**config.mk**
```make
export PLATFORM = sky130hd
export DESIGN_NAME = qam16_herm_mapper
export DESIGN_NICKNAME = d
export VERILOG_FILES = /design/src/rtl/qam16_herm_mapper.sv
export SDC_FILE = /design/constraint.sdc
export NUM_CORES = 1
export LEC_CHECK = 0
export CAP_MARGIN = 25
export CORE_UTILIZATION = 41
export DETAILED_ROUTE_END_ITERATION = 10
export PLACE_DENSITY = 0.75
export SLEW_MARGIN = 40
export SYNTH_ARGS = -nofsm -noshare
export SYNTH_HDL_FRONTEND = slang
export SYNTH_SLANG_ARGS = --single-unit
```
**constraint.sdc**
```tcl
create_clock -name clk -period 1.35 [get_ports clk]
set_input_delay 0.27 -clock clk [delete_from_list [all_inputs] [get_ports clk]]
set_output_delay 0.27 -clock clk [all_outputs]
set_load 0.01 [all_outputs]
```
**src/rtl/qam16_herm_mapper.sv**
```systemverilog
// ----------------------------------------------------------------------------
// qam16_herm_mapper
//
// Serial-to-16-QAM mapper that also emits the complex conjugate of each
// symbol, so a downstream IFFT can fill the Hermitian-mirrored half of an
// OFDM frame from the same output.
//
// Bits are collected MSB-first in groups of four. b3b2 selects the in-phase
// level and b1b0 selects the quadrature level. Both use the Gray-coded map
// 00 -> -3, 01 -> -1, 11 -> +1, 10 -> +3. Each level is multiplied by SCALE
// and presented as 8-bit two's complement.
//
// Ports
//   clk          rising-edge clock
//   reset        synchronous, active-high reset
//   bit_in       serial payload bit
//   bit_valid    bit_in is accepted on an edge where this is high
//   frame_sync   drop any partial symbol and restart the subcarrier index at 0
//   re_out       in-phase value (signed)
//   im_out       quadrature value (signed)
//   re_out_conj  conjugate real part, equal to re_out
//   im_out_conj  conjugate imaginary part, equal to -im_out
//   sym_valid    one-cycle strobe; the four data outputs are valid with it
//   sc_idx       subcarrier index of the current symbol, 0..N_SC-1
//   frame_last   strobe with sym_valid for the symbol at index N_SC-1
// ----------------------------------------------------------------------------
module qam16_herm_mapper #(
    parameter int N_SC  = 31,
    parameter int SCALE = 32
) (
    input  logic       clk,
    input  logic       reset,
    input  logic       bit_in,
    input  logic       bit_valid,
    input  logic       frame_sync,
    output logic [7:0] re_out,
    output logic [7:0] im_out,
    output logic [7:0] re_out_conj,
    output logic [7:0] im_out_conj,
    output logic       sym_valid,
    output logic [4:0] sc_idx,
    output logic       frame_last
);

    localparam logic [4:0] LAST_IDX = 5'(N_SC - 1);

    // Constellation amplitudes. SCALE <= 42 keeps 3*SCALE inside 8 bits.
    localparam logic [7:0] LVL_P1 = 8'(SCALE);
    localparam logic [7:0] LVL_P3 = 8'(3 * SCALE);
    localparam logic [7:0] LVL_N1 = 8'(-SCALE);
    localparam logic [7:0] LVL_N3 = 8'(-3 * SCALE);

    typedef enum logic {
        COLLECT = 1'b0,
        EMIT    = 1'b1
    } state_t;

    state_t     state_reg, state_next;
    logic [3:0] shift_reg, shift_next;
    logic [1:0] bit_cnt_reg, bit_cnt_next;
    logic [4:0] sc_idx_reg, sc_idx_next;
    logic [7:0] re_reg, im_reg, im_conj_reg;
    logic       sym_done;

    // The nibble as it would stand once the bit presented now is shifted in.
    // On the edge that accepts bit 3 this is the full symbol.
    logic [3:0]      nibble;
    logic [1:0][7:0] lvl;   // lvl[1] = I (b3b2), lvl[0] = Q (b1b0)

    assign nibble = {shift_reg[2:0], bit_in};

    function automatic logic [7:0] gray_level(input logic [1:0] code);
        logic [7:0] val;
        case (code)
            2'b00:   val = LVL_N3;
            2'b01:   val = LVL_N1;
            2'b11:   val = LVL_P1;
            default: val = LVL_P3;
        endcase
        return val;
    endfunction

    generate
        for (genvar gi = 0; gi < 2; gi++) begin : g_lane
            assign lvl[gi] = gray_level(nibble[2*gi+1 -: 2]);
        end
    endgenerate

    // ------------------------------------------------------------------
    // State register
    // ------------------------------------------------------------------
    always_ff @(posedge clk) begin
        if (reset) begin
            state_reg   <= COLLECT;
            shift_reg   <= '0;
            bit_cnt_reg <= '0;
            sc_idx_reg  <= '0;
        end else begin
            state_reg   <= state_next;
            shift_reg   <= shift_next;
            bit_cnt_reg <= bit_cnt_next;
            sc_idx_reg  <= sc_idx_next;
        end
    end

    // ------------------------------------------------------------------
    // Next-state logic. EMIT always lasts one cycle. A bit arriving during
    // EMIT is taken as bit 0 of the next symbol. This is possible because
    // bit_cnt has already wrapped to 0 on the edge that entered EMIT.
    // ------------------------------------------------------------------
    always_comb begin
        state_next   = COLLECT;
        shift_next   = shift_reg;
        bit_cnt_next = bit_cnt_reg;
        sc_idx_next  = sc_idx_reg;
        sym_done     = 1'b0;

        // The symbol shown in EMIT consumes its index as EMIT ends.
        if (state_reg == EMIT) begin
            sc_idx_next = (sc_idx_reg == LAST_IDX) ? 5'd0 : sc_idx_reg + 5'd1;
        end

        if (bit_valid) begin
            shift_next = nibble;
        end

        if (frame_sync) begin
            // The sync takes effect first. A bit on the same edge starts a
            // fresh symbol.
            sc_idx_next  = 5'd0;
            bit_cnt_next = bit_valid ? 2'd1 : 2'd0;
        end else if (bit_valid) begin
            bit_cnt_next = bit_cnt_reg + 2'd1;
            if (bit_cnt_reg == 2'd3) begin
                sym_done   = 1'b1;
                state_next = EMIT;
            end
        end
    end

    // ------------------------------------------------------------------
    // Output data registers. They load only when a symbol completes, and
    // they hold their values between strobes.
    // ------------------------------------------------------------------
    always_ff @(posedge clk) begin
        if (reset) begin
            re_reg      <= '0;
            im_reg      <= '0;
            im_conj_reg <= '0;
        end else if (sym_done) begin
            re_reg      <= lvl[1];
            im_reg      <= lvl[0];
            im_conj_reg <= 8'd0 - lvl[0];
        end
    end

    assign re_out      = re_reg;
    assign im_out      = im_reg;
    assign re_out_conj = re_reg;
    assign im_out_conj = im_conj_reg;
    assign sym_valid   = (state_reg == EMIT);
    assign sc_idx      = sc_idx_reg;
    assign frame_last  = (state_reg == EMIT) && (sc_idx_reg == LAST_IDX);

endmodule

```
==> Yosys cells after proc, flatten, opt, wreduce, memory -nomap -nowiden <==
Index checks and enable logic that the tools add are counted.
{ "totals": {"register_bits": 35, "elab_cells": 30, "in_bits": 5, "out_inout_bits": 39} }
{ "op_classes": {"n_eq_ne": 6, "n_addsub": 3, "n_mux": 9, "reduce_logical": 5} }
{ "op_table": {"columns": ["operator", "count"], "rows": [
  ["case mux 8 bit (3 select lines)", 2],
  ["subtractor 1 x 8 -> 8 bit (first input constant)", 1],
  ["== test 2 bit (second input constant)", 3],
  ["adder 5 x 1 -> 5 bit (second input constant)", 1],
  ["== test 5 bit (second input constant)", 1],
  ["2-to-1 mux 5 bit", 1],
  ["== test 2 x 1 -> 1 bit (second input constant)", 2],
  ["logical NOT 2 bit", 2],
  ["2-to-1 mux 1 bit", 4],
  ["2-to-1 mux 2 bit", 2],
  ["adder 2 x 1 -> 2 bit (second input constant)", 1],
  ["nonzero test 2 bit", 1],
  ["OR reduction 2 bit", 1],
  ["logical AND 1 bit", 1]
]} }

==> Logic depth before layout (Yosys ltp) <==
Gate-level depths: netlist of the first run.
{ "depth": {"ltp_word": 4, "ltp_mapped": 5, "mapped_depth_nobuf": 5} }

==> Least setup slack after synthesis of the first run <==
No wires, ideal clock.
{ "synth_path": {"path_type": "register to register", "startpoint": "reg sc_idx_reg[1] (netlist: sc_idx[1])", "endpoint": "reg sc_idx_reg[1] (netlist: sc_idx[1])", "path_stages_with_launch": 5, "n_path_buf": 0, "period_less_slack_ns": 1.227, "arrival_time_ns": 1.087, "required_time_ns": 1.209, "setup_ns": 0.141, "path_slack_ns": 0.123, "cell_sequence": "dfxtp_1 ha_1 nand3_1 o21ai_0 a211oi_1"} }
{ "synth_between": {"elab_chain_len": 2, "word_cells_on_any_way": 3, "cone_classes": "add/sub: 1; eq/ne: 1; mux: 1"} }
{ "synth_lines": {"columns": ["element", "line", "rtl"], "rows": [
  ["from (decl)", "61", "logic [4:0] sc_idx_reg, sc_idx_next;"],
  ["from (signal assigned)", "102", "sc_idx_reg <= sc_idx_next;"],
  ["adder 5 x 1 -> 5 bit or == test 5 bit (tied branches)", "120", "sc_idx_next = (sc_idx_reg == LAST_IDX) ? 5'd0 : sc_idx_reg + 5'd1;"],
  ["2-to-1 mux 5 bit (*)", "120", null]
]} }
Every way passes the cells marked *; elsewhere a longest branch is shown, timed or not.
A chain may end at the register's enable or synchronous reset.

==> Worst setup path in the final report of the first run <==
{ "layout_path": {"startpoint": "reg sc_idx_reg[0] (netlist: sc_idx[0])", "endpoint": "out frame_last"} }
{ "layout_between": {"elab_chain_len": 2} }
{ "layout_lines": {"columns": ["element", "line", "rtl"], "rows": [
  ["== test 5 bit", "163", "assign frame_last = (state_reg == EMIT) && (sc_idx_reg == LAST_IDX);"],
  ["logical AND 1 bit", "163", null],
  ["to (decl)", "42", "output logic frame_last"]
]} }
Every way passes these cells.

==> qor.txt, run 1 <==
sequential area share after synthesis - 36.4%
Max Clk Rate - 0.745 GHz
worst hold path startpoint - im_out[6]
pre-CTS WS - -0.252 ns
Worst-Skew Late Latency - 0.29 ns
max FFs per register - 5
clk sink count - 18
Crit Reg-Reg Endpoint - im_out_conj[6]
fin crit share - 99.4%
share of post-route cells with drive strength above 1 - 21.1%
initial core utilization - 44.3%
Worst R2R Setup Slack - 0.14 ns
Critical Path RT - 1.08 ns
reg-to-reg startpoint - bit_cnt_reg[0]
TritonRoute pass-1 iters - 4
worst hold slack - 0.472 ns
CTS Root Cell - clkbuf_4
gpl congestion - 0.708
clock period minus worst slack - 1.34 ns
largest stage delay on the critical path - 0.34 ns
Clock transition at path regs - 0.10 ns
Final Hold Vio Count - 0
VDD IR-drop max - 0.000572 V
Worst Setup Start Kind - register
Layout Cells excl Fill - 170
pwr/cell area - 772 nW/µm²
post-synthesis area per instance - 8.92 µm²
Crit. End Element - primary output
Mapped Area - 990 µm²
Routed WL - 1600 µm
worst path cell trace - inv_2 -> ha_4 -> nand3_2 -> nor2_1 -> buf_2
total track usage - 13.6%
CTS tree - yes
H-Tree Depth - 1
IO Pins - 44
worst reg-to-reg path cell count - 4
post-CTS setup buffer count - 0
status - finished, final reports clean
Remaining DRCs - 0
# rows - 17
Tot Pwr - 0.962 mW
Tightest Hold Check Type - reg2reg
Avg WL per Cell - 9.42 µm
worst-path maximum fanout - 2
RSZ-0062 raised after global routing - true
Max clock buf depth - 2
Via Count - 723
Die X-Extent - 51.1 µm
1st-iter DRT viols - 3
hpwl dp - 1320 µm
CP max-delay cell - dfxtp_2
first-pass GRT wire length - 2640 µm
crit path DAT - 1.07 ns
CTS buffer count - 3
post-synth cell types - 24
Die ar. - 2610 µm²
worst setup margin - 0.00826 ns
core area - 2230 µm²
pin count of the biggest net entering global routing - 14
ANT cells - 0
Final #Nets - 155
vias per inst - 4.25
# setup viols final - 0
number of max-cap violations - 0
hold endpoint - im_out[6]
Final Slew Violations - 0
Crit Path Class - reg2out
area grow syn2layout - 25.8%
Routed Antenna Nets - 0
vias in the first global route - 651
Fillers - 228
placed cells - 166
clock skew - 0.000843 ns
leakage - 0.625 nW
#FFs+latches synth - 18
cells after synthesis - 111
grt ovf - 0
Hold Path Stages - 2
die span in y - 51.1 µm
Port-buffer cells - 23
Yosys warnings - 0
setup tns final - 0 ns
initial antenna violation count - 0
## worst max-delay path: cells and delay by family, from the launching register on
kind | cells | cell delay [ns]
fa+ha+maj | 1 | 0.12
buf+inv | 2 | 0.19
flops | 1 | 0.34
simple gates | 2 | 0.14
## cell usage after synthesis (all sizes together)
cell | instances | area [µm²]
or3 | 1 | 6.26
dfxtp | 18 | 360
conb | 1 | 3.75
nor2b | 1 | 6.26
nor2 | 17 | 63.8
a211oi | 2 | 20.0
xnor2 | 2 | 17.5
mux2i | 4 | 40.0
and3b | 1 | 8.76
ha | 7 | 87.6
nand2 | 7 | 26.3
nor3 | 5 | 25.0
o21ai | 1 | 5.00
xor2 | 3 | 26.3
nand3b | 1 | 20.0
buf | 28 | 214
nand3 | 1 | 5.00
clkbuf | 1 | 3.75
inv | 5 | 18.8
nand4 | 2 | 12.5
a21oi | 3 | 18.8
## power breakdown
group	switching (mW)	total, mW	internal (mW)
combinational	0.0585	0.0953	0.0368
clock	0.160	0.324	0.164
sequential	0.00439	0.542	0.538
## stage by stage
step           area, µm²  utilization, %
2_1_floorplan       1060               -
3_3_place_gp        1210            54.3
3_5_place_dp        1210            54.3
4_1_cts             1220            54.8
5_1_grt             1240            55.7
6_report            1240            55.7
## worst max path at each step
stage | endpoint | startpoint | slack [ns]
2_1_floorplan | sc_idx[1] | sc_idx[1] | 0.12
3_3_place_gp | im_out_conj[7] | bit_in | -0.22
3_5_place_dp | im_out_conj[7] | bit_in | -0.25
4_1_cts | frame_last | sc_idx[0] | -0.05
5_1_grt | frame_last | sc_idx[0] | -0.09
6_report | frame_last | sc_idx[0] | 0.008
## cells by family after synthesis
group | share of synthesized area (%)
mux | 4.05
simple gates | 17.6
other cells | 0.379
flops | 36.4
compound gates | 4.42
fa+ha+maj | 8.85
buf+inv | 23.9
xor+xnor | 4.43
## placed cells by master (no fill, tap or decap), types with 2 or more instances in the layout
cell type        count
a21oi_1              2
dlygate4sd2_1       14
xnor2_1              2
ha_1                 6
nor3_1               5
nand4_1              2
mux2i_1              4
clkdlybuf4s50_1      4
inv_1                4
buf_4               14
dfxtp_2              4
clkdlybuf4s15_1      3
dfxtp_1             14
nand2_1              7
nor2_1              17
conb_1              20
clkbuf_4             3
xor2_1               3
## routing by layer
| metal | GRT usage (%) | share of wire (%) |
|---|---|---|
| met1 | 14.1 | 42 |
| met2 | 25.0 | 51 |
| met3 | 5.95 | 7.4 |
| met4 | 2.78 | 0 |
| met5 | 0 | 0 |
## layout make-up
| cell class | count | area, µm² | area share, % |
|---|---|---|---|
| clock buffer | 4 | 36.3 | 2.91 |
| inverter | 5 | 18.8 | 1.51 |
| multi-input combinational | 78 | 482 | 38.7 |
| sequential | 18 | 365 | 29.3 |
| tap | 28 | 35.0 | 2.81 |
| timing repair buffer | 37 | 308 | 24.7 |
## what timing repair did
action                     CTS  global route
pin swaps                    0             3
gates resized for setup     24            11
setup endpoints to repair   19             7
hold buffers                 0             0
Note: power is estimated with default switching activity, not from simulation.
==> inputs of run 2 (changes only) <==
--- a/config.mk
+++ b/config.mk
@@ -6,9 +6,9 @@
 export NUM_CORES = 1
 export LEC_CHECK = 0
 export CAP_MARGIN = 25
-export CORE_UTILIZATION = 41
+export CORE_UTILIZATION = 40
 export DETAILED_ROUTE_END_ITERATION = 10
-export PLACE_DENSITY = 0.75
+export PLACE_DENSITY = 0.73
 export SLEW_MARGIN = 40
 export SYNTH_ARGS = -nofsm -noshare
 export SYNTH_HDL_FRONTEND = slang
==> run 2 against run 1 <==
The flow now finishes with violations (negative setup slack). Critical endpoint unchanged. Worst setup slack worse by 0.042 ns. First-iteration DRC count increased to 2.7 times the previous value. Non-clock buffer count unchanged. Critical path type unchanged. Critical path depth unchanged.
==> qor.txt, run 2 (synthesis results as in run 1) <==
Worst Setup Start Kind - register
Seq. cell area - 369 µm²
1st-iter DRT viols - 8
first-pass GRT wire length - 2760 µm
Max clock buf depth - 2
fin crit share - 103%
hpwl dp - 1300 µm
CTS tree - yes
pin count of the biggest net entering global routing - 14
highest-count cells in the layout ignoring fill and taps - 20 x conb_1, 16 x nor2_1, 14 x buf_4
failing checks - negative setup slack
setup tns final - -0.0341 ns
Avg WL per Cell - 9.73 µm
critical path startpoint - sc_idx[0]
initial antenna violation count - 0
most common cell after layout, fill and taps aside - conb_1
Routed WL - 1650 µm
clock period minus worst slack - 1.38 ns
Worst-Skew Late Latency - 0.30 ns
ANT cells - 0
pre-CTS WS - -0.261 ns
Critical Path RT - 1.08 ns
Fillers - 218
max FFs per register - 5
worst hold path startpoint - im_out[6]
placed cells - 166
H-Tree Depth - 1
worst path cell trace - inv_2 -> ha_4 -> nand3_4 -> nor2_2 -> buf_2
Crit Reg-Reg Endpoint - sc_idx[2]
number of max-cap violations - 0
end of the critical path - frame_last
WP buf/inv - 2
worst setup margin - -0.0341 ns
area grow syn2layout - 27.4%
Die X-Extent - 51.7 µm
CTS Root Cell - clkbuf_4
gpl congestion - 0.726
die span in y - 51.7 µm
worst-path maximum fanout - 2
leakage - 0.619 nW
Crit Path Class - reg2out
Remaining DRCs - 0
CP max-delay cell - dfxtp_2
CTS buffer count - 3
share of post-route cells with drive strength above 1 - 22.5%
worst reg-to-reg path cell count - 6
total track usage - 14.3%
# setup viols final - 1
VDD IR-drop max - 0.000766 V
TritonRoute pass-1 iters - 2
multi-input logic area - 492 µm²
initial core utilization - 43.5%
Tightest Hold Check Type - reg2reg
status - complete, but fails checks
Port-buffer cells - 23
Die ar. - 2680 µm²
Via Count - 735
crit path DAT - 1.11 ns
Max Clk Rate - 0.722 GHz
Clock transition at path regs - 0.10 ns
Crit path max-delay family - flip-flops
post-CTS setup buffer count - 0
CP Depth - 5
Routed Antenna Nets - 0
Final #Nets - 155
Crit. End Element - primary output
clk sink count - 18
vias per inst - 4.32
RSZ-0062 raised after global routing - true
# rows - 17
IO Pins - 44
reg-to-reg startpoint - sc_idx[0]
Worst R2R Setup Slack - 0.13 ns
vias in the first global route - 658
Final Slew Violations - 0
grt ovf - 0
pwr/cell area - 772 nW/µm²
largest stage delay on the critical path - 0.34 ns
clock skew - 0.00547 ns
Final Hold Vio Count - 0
core area - 2280 µm²
Layout Cells excl Fill - 170
[run 2: repair_timing]
item | 4_1_cts | 5_1_grt
hold buffers | 0 | 0
hold endpoints to repair | 0 | 0
resized for setup | 25 | 16
pin swaps | 0 | 3
setup endpoints to repair | 19 | 10
[run 2: worst min-delay path, stage by stage, from the launching register on]
cell and delay, ns:
dfxtp_1 0.33, nand2_1 0.05, a21oi_1 0.05
[run 2: per-stage QoR]
stage	total power [mW]	util, %	hold WS (ns)	instance area [µm²]
after global routing	1.03	55.4	0.512	1260
after global placement	0.648	53.3	0.453	1210
after detailed placement	0.650	53.3	0.457	1210
after floorplan	0.663	-	0.335	1060
after CTS	0.996	53.9	0.469	1230
final	0.974	55.4	0.468	1260
[run 2: final cells by class]
cell class | instances | share of cell area (%)
clock buffer | 4 | 2.88
inverter | 5 | 1.49
multi-input combinational | 78 | 39.0
sequential | 18 | 29.3
tap | 28 | 2.78
timing repair buffer | 37 | 24.6
[run 2: worst min path at each step]
stage                           endpoint  slack, ns  cells after the start
final                          im_out[6]       0.47                      2
after global routing      im_out_conj[7]       0.51                      2
after CTS                      im_out[6]       0.47                      2
after detailed placement       im_out[6]       0.46                      2
after global placement         im_out[6]       0.45                      2
after floorplan           im_out_conj[6]       0.33                      1
[run 2: routing by layer]
metal | GRT usage, % | up-vias | share of wire (%)
li1 | - | 376 | -
met3 | 7.02 | 0 | 7.5
met5 | 0 | - | 0
met1 | 15.1 | 331 | 42
met2 | 24.9 | 28 | 50
met4 | 4.05 | 0 | 0
[run 2: where the power goes]
part	switching [mW]	internal, mW	total [mW]
logic	0.0585	0.0370	0.0956
clock network	0.173	0.164	0.338
registers	0.00469	0.536	0.541
total	0.237	0.737	0.974
==> inputs of run 3 (changes only) <==
--- a/config.mk
+++ b/config.mk
@@ -13,3 +13,4 @@
 export SYNTH_ARGS = -nofsm -noshare
 export SYNTH_HDL_FRONTEND = slang
 export SYNTH_SLANG_ARGS = --single-unit
+export TNS_END_PERCENT = 10
==> run 3 against run 2 <==
The run still ends with negative setup slack left. Register-to-register slack about the same. Count of clock-buffer cells in the layout unchanged. Sequential share of layout area fell by 0.11 points. Largest cell class unchanged.
==> qor.txt, run 3 (synthesis results as in run 1) <==
setup tns final - -0.0335 ns
hpwl dp - 1300 µm
Crit Path Class - reg2out
share of post-route cells with drive strength above 1 - 22.5%
1st-iter DRT viols - 8
number of max-cap violations - 0
pwr/cell area - 776 nW/µm²
Die X-Extent - 51.7 µm
Critical Path RT - 1.08 ns
worst setup margin - -0.0335 ns
leakage - 0.622 nW
Routed Antenna Nets - 0
TritonRoute pass-1 iters - 2
largest stage delay on the critical path - 0.34 ns
clock skew - 0.00504 ns
gpl congestion - 0.726
VDD IR-drop max - 0.000768 V
Port-buffer cells - 23
most common cell after layout, fill and taps aside - conb_1
vias per inst - 4.32
pin count of the biggest net entering global routing - 14
initial core utilization - 43.5%
Worst Setup Start Kind - register
worst-path maximum fanout - 2
worst path cell trace - inv_2 -> ha_4 -> nand3_4 -> nor2_2 -> buf_2
clk sink count - 18
H-Tree Depth - 1
CTS Hold Bufs - 0
Final #Nets - 155
first-pass GRT wire length - 2760 µm
Final Hold Vio Count - 0
Clock transition at path regs - 0.10 ns
RSZ-0062 raised after global routing - true
die span in y - 51.7 µm
WP buf/inv - 2
Remaining DRCs - 0
IO Pins - 44
Crit. End Element - primary output
Max clock buf depth - 2
highest-count cells in the layout ignoring fill and taps - 20 x conb_1, 16 x nor2_1, 14 x buf_4
crit path DAT - 1.11 ns
Max Clk Rate - 0.723 GHz
post-CTS setup buffer count - 0
grt ovf - 0
failing checks - negative setup slack
Final Slew Violations - 0
# rows - 17
Via Count - 734
Routed WL - 1650 µm
core area - 2280 µm²
# setup viols final - 1
Worst-Skew Late Latency - 0.30 ns
fin crit share - 102%
max FFs per register - 5
CP max-delay cell - dfxtp_2
ANT cells - 0
status - complete, but fails checks
total track usage - 14.3%
area grow syn2layout - 27.1%
CTS tree - yes
Crit path max-delay family - flip-flops
CTS Root Cell - clkbuf_4
clock period minus worst slack - 1.38 ns
Avg WL per Cell - 9.71 µm
vias in the first global route - 658
Die ar. - 2680 µm²
CTS buffer count - 3
Tightest Hold Check Type - reg2reg
Tot Pwr - 0.976 mW
initial antenna violation count - 0
[run 3: cell count changes in the layout (fill, tap and decap cells not counted), sizes merged]
cell,before,now
clkdlybuf4s15,5,4
dlygate4sd2,12,13
[run 3: final timing paths]
kind              from          to  slack (ns)  cells past startpoint
max          sc_idx[0]  frame_last       -0.03                      5
min          im_out[6]   im_out[6]        0.47                      2
max reg2reg  sc_idx[0]   sc_idx[2]        0.13                      6
min reg2reg  im_out[6]   im_out[6]        0.47                      2
[run 3: power breakdown]
part / switching, mW / leakage [nW] / internal, mW / total [mW]
clock: 0.174 / 0.0210 / 0.164 / 0.338
sequential: 0.00469 / 0.148 / 0.538 / 0.543
combinational: 0.0585 / 0.453 / 0.0370 / 0.0955
[run 3: stage by stage]
step	instance area, µm²	std cells	hold slack (ns)	worst slack [ns]	utilization, %
detailed placement	1210	166	0.457	-0.261	53.3
floorplan	1060	130	0.335	0.123	-
global placement	1210	166	0.453	-0.220	53.3
global route	1260	170	0.512	-0.102	55.3
finish	1260	170	0.468	-0.0335	55.3
CTS	1230	170	0.469	-0.0985	53.9
[run 3: per-layer routing]
layer / GRT usage [%] / wire length (µm) / vias to the layer above
met2: 24.9 / 828 / 28
met3: 7.02 / 127 / 0
met4: 4.05 / 0 / 0
met1: 15.1 / 694 / 331
met5: 0 / 0 / -
li1: - / - / 375
[run 3: timing repair]
action | CTS | global route
setup endpoints to repair | 19 | 10
resized for setup | 25 | 14
pin swaps | 0 | 3
[run 3: worst min-delay path: stages (launching register included)]
cell and delay (ns):
dfxtp_1 0.33, nand2_1 0.05, a21oi_1 0.05
[run 3: area by class of cell]
class	instances	area (µm²)
well taps	28	35.0
multi-input cells	78	492
fillers	219	1020
flip-flops and latches	18	367
clock buffers	4	36.3
inverters	5	18.8
repair buffers	37	309
